`src/rtl/bus_grant_arbiter_pkg.sv`:
```
// Shared types for the bus/DMA grant arbiter.
// Optional watchdog build macro: GRANT_TIMEOUT_EN.
package bus_arb_pkg;

    typedef enum logic [1:0] {
        IDLE  = 2'd0,
        GRANT = 2'd1,
        XFER  = 2'd2,
        DONE  = 2'd3
    } state_e;

    typedef enum logic {
        OWN_BUS = 1'b0,
        OWN_DMA = 1'b1
    } owner_e;

endpackage

```
`src/rtl/bus_grant_arbiter_if.sv`:
```
// Request/beat/grant signal bundle between the requesters and the arbiter.
interface bus_grant_arbiter_if;
    logic bus_req;
    logic dma_req;
    logic bus_enb;
    logic mem_enb;
    logic bus_ack;
    logic dma_ack;
    logic done;
    logic timeout;

    // Arbiter side.
    modport slave (
        input  bus_req, dma_req, bus_enb, mem_enb,
        output bus_ack, dma_ack, done, timeout
    );

    // Requester side.
    modport master (
        output bus_req, dma_req, bus_enb, mem_enb,
        input  bus_ack, dma_ack, done, timeout
    );
endinterface

```
`src/rtl/bus_arb_wdog.sv`:
```
// Grant window counter: counts enabled cycles, flags the cycle that would
// reach ACK_WINDOW. Only instantiated when GRANT_TIMEOUT_EN is defined.
module bus_arb_wdog #(
    parameter int ACK_WINDOW = 5
) (
    input  logic clk,
    input  logic rst_n,
    input  logic clr_i,
    input  logic en_i,
    output logic expire_o
);
    localparam int WIN_W = $clog2(ACK_WINDOW + 1);

    logic [WIN_W-1:0] win_cnt_q;

    // Window counter: cleared outside GRANT, advances on each beatless GRANT edge.
    always_ff @(posedge clk or negedge rst_n) begin
        if (!rst_n) begin
            win_cnt_q <= '0;
        end else if (clr_i) begin
            win_cnt_q <= '0;
        end else if (en_i) begin
            win_cnt_q <= win_cnt_q + 1'b1;
        end
    end

    assign expire_o = en_i && (win_cnt_q == WIN_W'(ACK_WINDOW - 1));
endmodule

```
`src/rtl/bus_grant_arbiter.sv`:
```
// Round-robin grant between bus master and DMA with fixed-length burst
// tracking. Define GRANT_TIMEOUT_EN to enable the first-beat watchdog.
module bus_grant_arbiter
    import bus_arb_pkg::*;
#(
    parameter int BURST_LEN  = 4,
    parameter int ACK_WINDOW = 5
) (
    input  logic                 clk,
    input  logic                 rst_n,
    bus_grant_arbiter_if.slave   bus
);
    localparam int BEAT_W = $clog2(BURST_LEN + 1);

    state_e            state_q,   state_d;
    owner_e            owner_q,   owner_d;
    owner_e            last_q,    last_d;
    logic [BEAT_W-1:0] beat_q,    beat_d;
    logic              bus_ack_q, bus_ack_d;
    logic              dma_ack_q, dma_ack_d;
    logic              done_q,    done_d;
    logic              timeout_q, timeout_d;

    logic owner_req;
    logic owner_beat;
    logic expire;

    // Only the current owner's request and beat strobe matter once granted.
    assign owner_req  = (owner_q == OWN_BUS) ? bus.bus_req : bus.dma_req;
    assign owner_beat = (owner_q == OWN_BUS) ? bus.bus_enb : bus.mem_enb;

`ifdef GRANT_TIMEOUT_EN
    logic wdog_clr;
    logic wdog_en;

    assign wdog_clr = (state_q != GRANT);
    assign wdog_en  = (state_q == GRANT) && !owner_beat;

    bus_arb_wdog #(
        .ACK_WINDOW (ACK_WINDOW)
    ) u_wdog (
        .clk      (clk),
        .rst_n    (rst_n),
        .clr_i    (wdog_clr),
        .en_i     (wdog_en),
        .expire_o (expire)
    );
`else
    assign expire = 1'b0;
`endif

    // State, ownership, beat counter and registered outputs.
    always_ff @(posedge clk or negedge rst_n) begin
        if (!rst_n) begin
            state_q   <= IDLE;
            owner_q   <= OWN_BUS;
            last_q    <= OWN_DMA;
            beat_q    <= '0;
            bus_ack_q <= 1'b0;
            dma_ack_q <= 1'b0;
            done_q    <= 1'b0;
            timeout_q <= 1'b0;
        end else begin
            state_q   <= state_d;
            owner_q   <= owner_d;
            last_q    <= last_d;
            beat_q    <= beat_d;
            bus_ack_q <= bus_ack_d;
            dma_ack_q <= dma_ack_d;
            done_q    <= done_d;
            timeout_q <= timeout_d;
        end
    end

    // Next-state: arbitration, burst progress, abandonment and watchdog exit.
    always_comb begin
        state_d   = state_q;
        owner_d   = owner_q;
        last_d    = last_q;
        beat_d    = beat_q;
        timeout_d = 1'b0;

        unique case (state_q)
            IDLE: begin
                beat_d = '0;
                if (bus.bus_req && bus.dma_req) begin
                    owner_d = (last_q == OWN_BUS) ? OWN_DMA : OWN_BUS;
                    state_d = GRANT;
                end else if (bus.bus_req) begin
                    owner_d = OWN_BUS;
                    state_d = GRANT;
                end else if (bus.dma_req) begin
                    owner_d = OWN_DMA;
                    state_d = GRANT;
                end
            end
            GRANT: begin
                // A beat outranks both a dropped request and watchdog expiry.
                if (owner_beat) begin
                    beat_d  = BEAT_W'(1);
                    state_d = (BURST_LEN == 1) ? DONE : XFER;
                end else if (!owner_req) begin
                    last_d  = owner_q;
                    state_d = IDLE;
                end else if (expire) begin
                    last_d    = owner_q;
                    timeout_d = 1'b1;
                    state_d   = IDLE;
                end
            end
            XFER: begin
                if (owner_beat) begin
                    beat_d = beat_q + 1'b1;
                    if (beat_q == BEAT_W'(BURST_LEN - 1)) begin
                        state_d = DONE;
                    end
                end
            end
            DONE: begin
                last_d  = owner_q;
                beat_d  = '0;
                state_d = IDLE;
            end
            default: state_d = IDLE;
        endcase
    end

    // Acks follow the next state so they are asserted the cycle after grant.
    assign bus_ack_d = ((state_d == GRANT) || (state_d == XFER)) && (owner_d == OWN_BUS);
    assign dma_ack_d = ((state_d == GRANT) || (state_d == XFER)) && (owner_d == OWN_DMA);
    assign done_d    = (state_d == DONE);

    assign bus.bus_ack = bus_ack_q;
    assign bus.dma_ack = dma_ack_q;
    assign bus.done    = done_q;
    assign bus.timeout = timeout_q;
endmodule

```
`src/flat_wrapper.sv`:
```
// flat-port wrapper written by rule: the top's interface ports become plain ports
module bus_grant_arbiter_flat import bus_arb_pkg::*;
#(
    parameter int BURST_LEN  = 4,
    parameter int ACK_WINDOW = 5
)
  (clk, rst_n, bus_bus_req, bus_dma_req, bus_bus_enb, bus_mem_enb, bus_bus_ack, bus_dma_ack, bus_done, bus_timeout);
  bus_grant_arbiter_if bus_i ();
  input  logic clk;
  input  logic rst_n;
  input wire logic [$bits(bus_i.bus_req)-1:0] bus_bus_req;
  input wire logic [$bits(bus_i.dma_req)-1:0] bus_dma_req;
  input wire logic [$bits(bus_i.bus_enb)-1:0] bus_bus_enb;
  input wire logic [$bits(bus_i.mem_enb)-1:0] bus_mem_enb;
  output wire logic [$bits(bus_i.bus_ack)-1:0] bus_bus_ack;
  output wire logic [$bits(bus_i.dma_ack)-1:0] bus_dma_ack;
  output wire logic [$bits(bus_i.done)-1:0] bus_done;
  output wire logic [$bits(bus_i.timeout)-1:0] bus_timeout;
  assign bus_i.bus_req = bus_bus_req;
  assign bus_i.dma_req = bus_dma_req;
  assign bus_i.bus_enb = bus_bus_enb;
  assign bus_i.mem_enb = bus_mem_enb;
  assign bus_bus_ack = bus_i.bus_ack;
  assign bus_dma_ack = bus_i.dma_ack;
  assign bus_done = bus_i.done;
  assign bus_timeout = bus_i.timeout;
  bus_grant_arbiter #(.BURST_LEN(BURST_LEN), .ACK_WINDOW(ACK_WINDOW)) u_core (.clk(clk), .rst_n(rst_n), .bus(bus_i));
endmodule
```
`config.mk`:
```
export PLATFORM = sky130hd
export DESIGN_NAME = bus_grant_arbiter_flat
export DESIGN_NICKNAME = d
export VERILOG_FILES = /design/src/rtl/bus_grant_arbiter_pkg.sv /design/src/rtl/bus_grant_arbiter_if.sv /design/src/rtl/bus_arb_wdog.sv /design/src/rtl/bus_grant_arbiter.sv /design/src/flat_wrapper.sv
export SDC_FILE = /design/constraint.sdc
export NUM_CORES = 1
export LEC_CHECK = 0
export BUFFER_PORTS_ARGS = -buffer_cell sky130_fd_sc_hd__buf_2
export CELL_PAD_IN_SITES_DETAIL_PLACEMENT = 1
export CELL_PAD_IN_SITES_GLOBAL_PLACEMENT = 2
export CORE_UTILIZATION = 30
export DETAILED_ROUTE_END_ITERATION = 7
export PLACE_DENSITY_LB_ADDON = 0.1
export SYNTH_ARGS = -nofsm -noshare
export SYNTH_HDL_FRONTEND = slang
export SYNTH_SLANG_ARGS = --single-unit
```
`constraint.sdc`:
```
create_clock -name clk -period 1.9 [get_ports clk]
set_input_delay 0.38 -clock clk [delete_from_list [all_inputs] [get_ports clk]]
set_output_delay 0.38 -clock clk [all_outputs]
set_load 0.005 [all_outputs]
```
After elaboration in Yosys (flattened, before gate mapping)
Cells that the tools add are included.
{ "op_classes": {"add_sub_neg": 1, "n_eq_ne": 11, "n_mux": 21, "bitwise_logic": 1, "reduce_logical": 9} }
{ "op_table": {"columns": ["operator", "n"], "rows": [
  ["$mux 2", 7],
  ["$mux 1", 9],
  ["$pmux 3 s3", 1],
  ["$eq 2x2->1 const B", 4],
  ["$pmux 2 s4", 1],
  ["$mux 3", 2],
  ["$eq 2x1->1 const B", 2],
  ["$ne 2x1->1 const B", 2],
  ["$ne 2x2->1 const B", 2],
  ["$add 3x1->3 const B", 1],
  ["$eq 3x2->1 const B", 1],
  ["$logic_and 1x1->1", 3],
  ["$reduce_and 3->1", 1],
  ["$logic_not 2->1", 1],
  ["$pmux 1 s2", 1],
  ["$reduce_and 2->1", 1],
  ["$reduce_bool 2->1", 1],
  ["$reduce_or 2->1", 1],
  ["$logic_or 1x1->1", 1],
  ["$not 1->1", 1]
]} }
{ "word_totals": {"regBits": 10, "inputBits": 6, "out_inout_bits": 4, "elab_cells": 50} }

Logic depth before layout (Yosys ltp)
{ "logic_depth": {"depth_word": 7, "mapped_depth": 7, "mapped_depth_nobuf": 7} }

Worst setup path after synthesis
OpenSTA, ideal clock, no wires.
{ "synth_path": {"path_type": "register to register", "from": "register u_core.state_q[0]", "to": "register u_core.bus_ack_q (netlist: u_core.bus.bus_ack)", "setup_time_ns": 0.119, "arrival_time_ns": 1.464, "required_time_ns": 1.781, "path_slack_ns": 0.317, "stages_incl_launch_ff": 6, "n_path_buf": 1, "synth_period_minus_slack_ns": 1.583, "path_cell_list": "dfrtp_1 -> buf_2 -> or2b_1 -> o32ai_1 -> ha_1 -> and2_1"} }
{ "synth_via": {"elab_chain_cells": 7} }
{ "synth_lines": {"columns": ["element", "line_no", "source"], "rows": [
  ["start, declared", "bus_grant_arbiter.sv:15", "state_e state_q, state_d;"],
  ["start signal, assigned", "bus_grant_arbiter.sv:64", "state_q <= state_d;"],
  ["$mux 2", "bus_grant_arbiter.sv:92", "end else if (bus.dma_req) begin"],
  ["$mux 2", "bus_grant_arbiter.sv:89", "end else if (bus.bus_req) begin"],
  ["$mux 2", "bus_grant_arbiter.sv:86", "if (bus.bus_req && bus.dma_req) begin"],
  ["$pmux 2 s4 *", "bus_grant_arbiter.sv:83", "unique case (state_q)"],
  ["via u_core.state_d[0]", "bus_grant_arbiter.sv:15", null],
  ["$eq 2x1->1 or $eq 2x2->1 (tied branches)", "bus_grant_arbiter.sv:129", "assign bus_ack_d = ((state_d == GRANT) || (state_d == XFER)) && (owner_d == OWN_BUS);"],
  ["$logic_or 1x1->1 *", "bus_grant_arbiter.sv:129", null],
  ["$logic_and 1x1->1 *", "bus_grant_arbiter.sv:129", null],
  ["via u_core.bus_ack_d", "bus_grant_arbiter.sv:19", "logic bus_ack_q, bus_ack_d;"],
  ["end signal, assigned", "bus_grant_arbiter.sv:68", "bus_ack_q <= bus_ack_d;"],
  ["end, declared", "bus_grant_arbiter.sv:19", null]
]} }
Mark *: on every way through the listed nets, which the timed path passes. The rest lies on a longest branch.
A chain may end at the register's enable or synchronous reset.

Final worst setup path
Ends and elaborated chain as after synthesis.

==> summary.md <==
| Metric | Value |
|---|---|
| Cell Pwr Density | `1470 nW/um^2` |
| Drt pass-1 iters | `4` |
| Slowest-stage cell, CP | `dfrtp_1` |
| Buffers on Ports | `8` |
| Sink Count | `10` |
| Ys flop type | `dfrtp_1` |
| RSZ-0062 raised after global routing | `false` |
| Synth Area in Simple Gates | `0.110` |
| Die area | `2120 um^2` |
| Post-synthesis compound-gate area fraction | `0.175` |
| Commonest non-fill, non-tap cells in the layout | `9 x dfrtp_1, 8 x buf_2, 6 x inv_1, 4 x buf_4` |
| RR Startpoint | `u_core.state_q[0]` |
| Clk_skew | `roughly 0.014 ns` |
| Pleak | `0.327 nW` |
| Syn Nets | `62` |
| Mux contribution to synthesized area | `0.112` |
| Post-Synth Adder-Cell Area | `0.0647` |
| Routed wire length | `~1100 um` |
| YS warnings | `0` |
| Origin of the worst setup path | `u_core.state_q[0]` |
| GRT Total Usage | `0.141` |
| Post-route DRC | `0` |
| Crit Path Max Fanout | `5` |
| Die Span X | `around 46 um` |
| Avg WL per Cell | `~13 um` |
| P&R area growth vs syn | `17.7%` |
| Crit path kind | `reg2reg` |
| Initial Util | `0.329` |
| Critical Path RT | `2.05 ns` |
| Antenna Cells | `0` |
| Post-Syn Area | `slightly below 600 um^2` |
| Seq/Total Area, Yosys | `0.433` |
| Core ar. | `around 1800 um^2` |
| Clk pin slew, worst setup/hold paths | `~0.07 ns` |
| Cells after synthesis | `53` |
| Post-CTS Setup Bufs | `0` |
| Setup violations, final | `0` |
| Root Driver | `clkbuf_4` |
| Worst skew pair latency | `approximately 0.27 ns` |
| Dpl hpwl | `~870 um` |
| Io pins | `10` |
| Hold Violations, Final | `0` |
| Routed vias/inst | `approximately 4.8` |
| Peak VDD IR | `about 0.00054 V` |
| Synthesized flop and latch total | `10` |
| Reg-to-reg slack, setup | `about 0.26 ns` |
| Via Count | `around 430` |
| Rows | `15` |
| Post-synthesis xor/xnor area fraction | `0` |
| Unique cell type count in the Yosys netlist | `31` |
| Drt first-iter violations | `3` |
| Vias in the first global route | `roughly 470` |
| Pwr Total | `approximately 1 mW` |
| Largest delay contributor family on the critical path | `flip-flops` |
| Crit path cell chain | `or2b_1, o32ai_1, ha_1, and2_1` |
| Main combinational cell family by area after synthesis | `compound AO/OA/AOI/OAI gates` |
| First-pass GRT wire length | `roughly 2100 um` |
| Dpl cell area | `about 650 um^2` |
| Clk buf depth | `2` |
| Buf/Inv on CP | `0` |
| Worst path max stage delay | `0.43 ns` |
| Post-synth EDFFs | `0` |
| Commonest non-fill, non-tap cell in the layout | `dfrtp_1` |
| Max_cap viols | `0` |
| CTS tree | `done` |
| Slew Limit Fails | `0` |
| Die height | `about 46 um` |
| # H-tree levels | `1` |
| Largest net degree at the start of global routing | `11` |
| Synth async-reset ratio | `1.00` |
| Fin crit share | `0.861` |
| R2R Path End | `u_core.bus.bus_ack` |
| Syn Area/Cell | `11.0 um^2` |
| Status | `finished clean` |
| Initial antenna violation count | `0` |
| Share of layout cells above drive strength 1 | `0.303` |
| FF-to-FF path depth | `4` |
| Worst path depth | `4` |
| CP Capture Type | `flip-flop` |
| Final Net Count | `76` |
| RD Place Congestion | `approximately 0.7` |
| CP Data Arrival Time | `~1.8 ns` |
| Worst Setup Start Kind | `flip-flop` |
| Highest clock rate | `between 0.6 and 0.7 GHz` |
| CP endpoint | `u_core.bus.bus_ack` |
| Hold WC Path Type | `in2async` |
| Final instance area | `around 680 um^2` |
| Number of routed nets with antenna violations | `0` |
| Setup_tns | `0 ns` |
| Total grt overflow | `0` |
| TritonCTS Buffers | `3` |
| Min Tclk post-route | `1.64 ns` |
==> cells in the mapped netlist, types with 2 or more instances <==
master | n | area share
o32ai_1 | 2 | 0.030
o22ai_1 | 2 | 0.022
nand3_1 | 2 | 0.017
inv_1 | 6 | 0.039
ha_1 | 3 | 0.065
mux2_2 | 2 | 0.039
dfrtp_1 | 9 | 0.39
buf_6 | 2 | 0.039
nor2_1 | 2 | 0.013
mux2i_1 | 2 | 0.034
==> report_power, final <==
group / internal [mW] / total (mW) / switching, mW
clock network: 0.0810 / 0.153 / 0.0719
logic: 0.245 / 0.479 / 0.234
registers: 0.305 / 0.373 / 0.0675
total: 0.631 / 1.00 / 0.373
==> worst min-delay path by stage <==
stage | cells past startpoint | startpoint | end
after floorplan | 0 | rst_n | u_core.beat_q[0]
after global placement | 1 | rst_n | u_core.owner_q
after detailed placement | 1 | rst_n | u_core.bus.done
after CTS | 2 | rst_n | u_core.state_q[0]
after global routing | 2 | rst_n | u_core.state_q[0]
final | 2 | rst_n | u_core.state_q[0]
==> final cells by class <==
type                       instances  area, um^2
fill                             224        1080
multi-input combinational         33         272
sequential                        10         251
timing repair buffer              13        80.1
tap                               25        31.3
clock buffer                       4        26.3
inverter                           6        22.5
==> kinds of logic (layout without fill, tap and decap cells) <==
family / Yosys count / in the layout
other cells: 1 / 1
flops: 10 / 10
compound gates: 13 / 13
simple gates: 11 / 11
buf+inv: 10 / 23
fa+ha+maj: 3 / 3
mux: 5 / 5
==> layer usage <==
| layer | global-route usage | part of all wire |
|---|---|---|
| met1 | 0.182 | 0.49 |
| met2 | 0.223 | 0.45 |
| met3 | 0.0278 | 0.043 |
| met4 | 0.0706 | 0.020 |
| met5 | 0 | 0 |
==> metrics by stage <==
step	util	std cells	worst slack (ns)	hold slack (ns)
finish	0.387	91	0.264	0.489
global route	0.387	91	0.109	0.509
CTS	0.387	91	0.224	0.494
detailed placement	0.367	86	0.266	0.251
global placement	0.367	86	0.284	0.249
floorplan	-	53	0.317	0.0844
==> registers in the layout (all words and copies together) (netlist names) <==
| register | cells |
|---|---|
| u_core.last_q | 1 |
| u_core.bus.bus_ack | 1 |
| u_core.bus.dma_ack | 1 |
| u_core.beat_q | 3 |
| u_core.owner_q | 1 |
| u_core.bus.done | 1 |
| u_core.state_q | 2 |
==> worst register-to-register path: cells and delay by family, from the launching register on <==
family                     cells  cell delay [ns]
AOI/OAI and AO/OA              1             0.35
adders and majority gates      1             0.30
DFF                            1             0.43
and+or+nand+nor                2             0.43
==> what timing repair did <==
action,in CTS,in global routing
gates resized for setup,0,0
hold endpoints to repair,9,0
hold buffers,1,0
setup endpoints to repair,0,0
No activity file was read; power rests on OpenSTA's default activity.
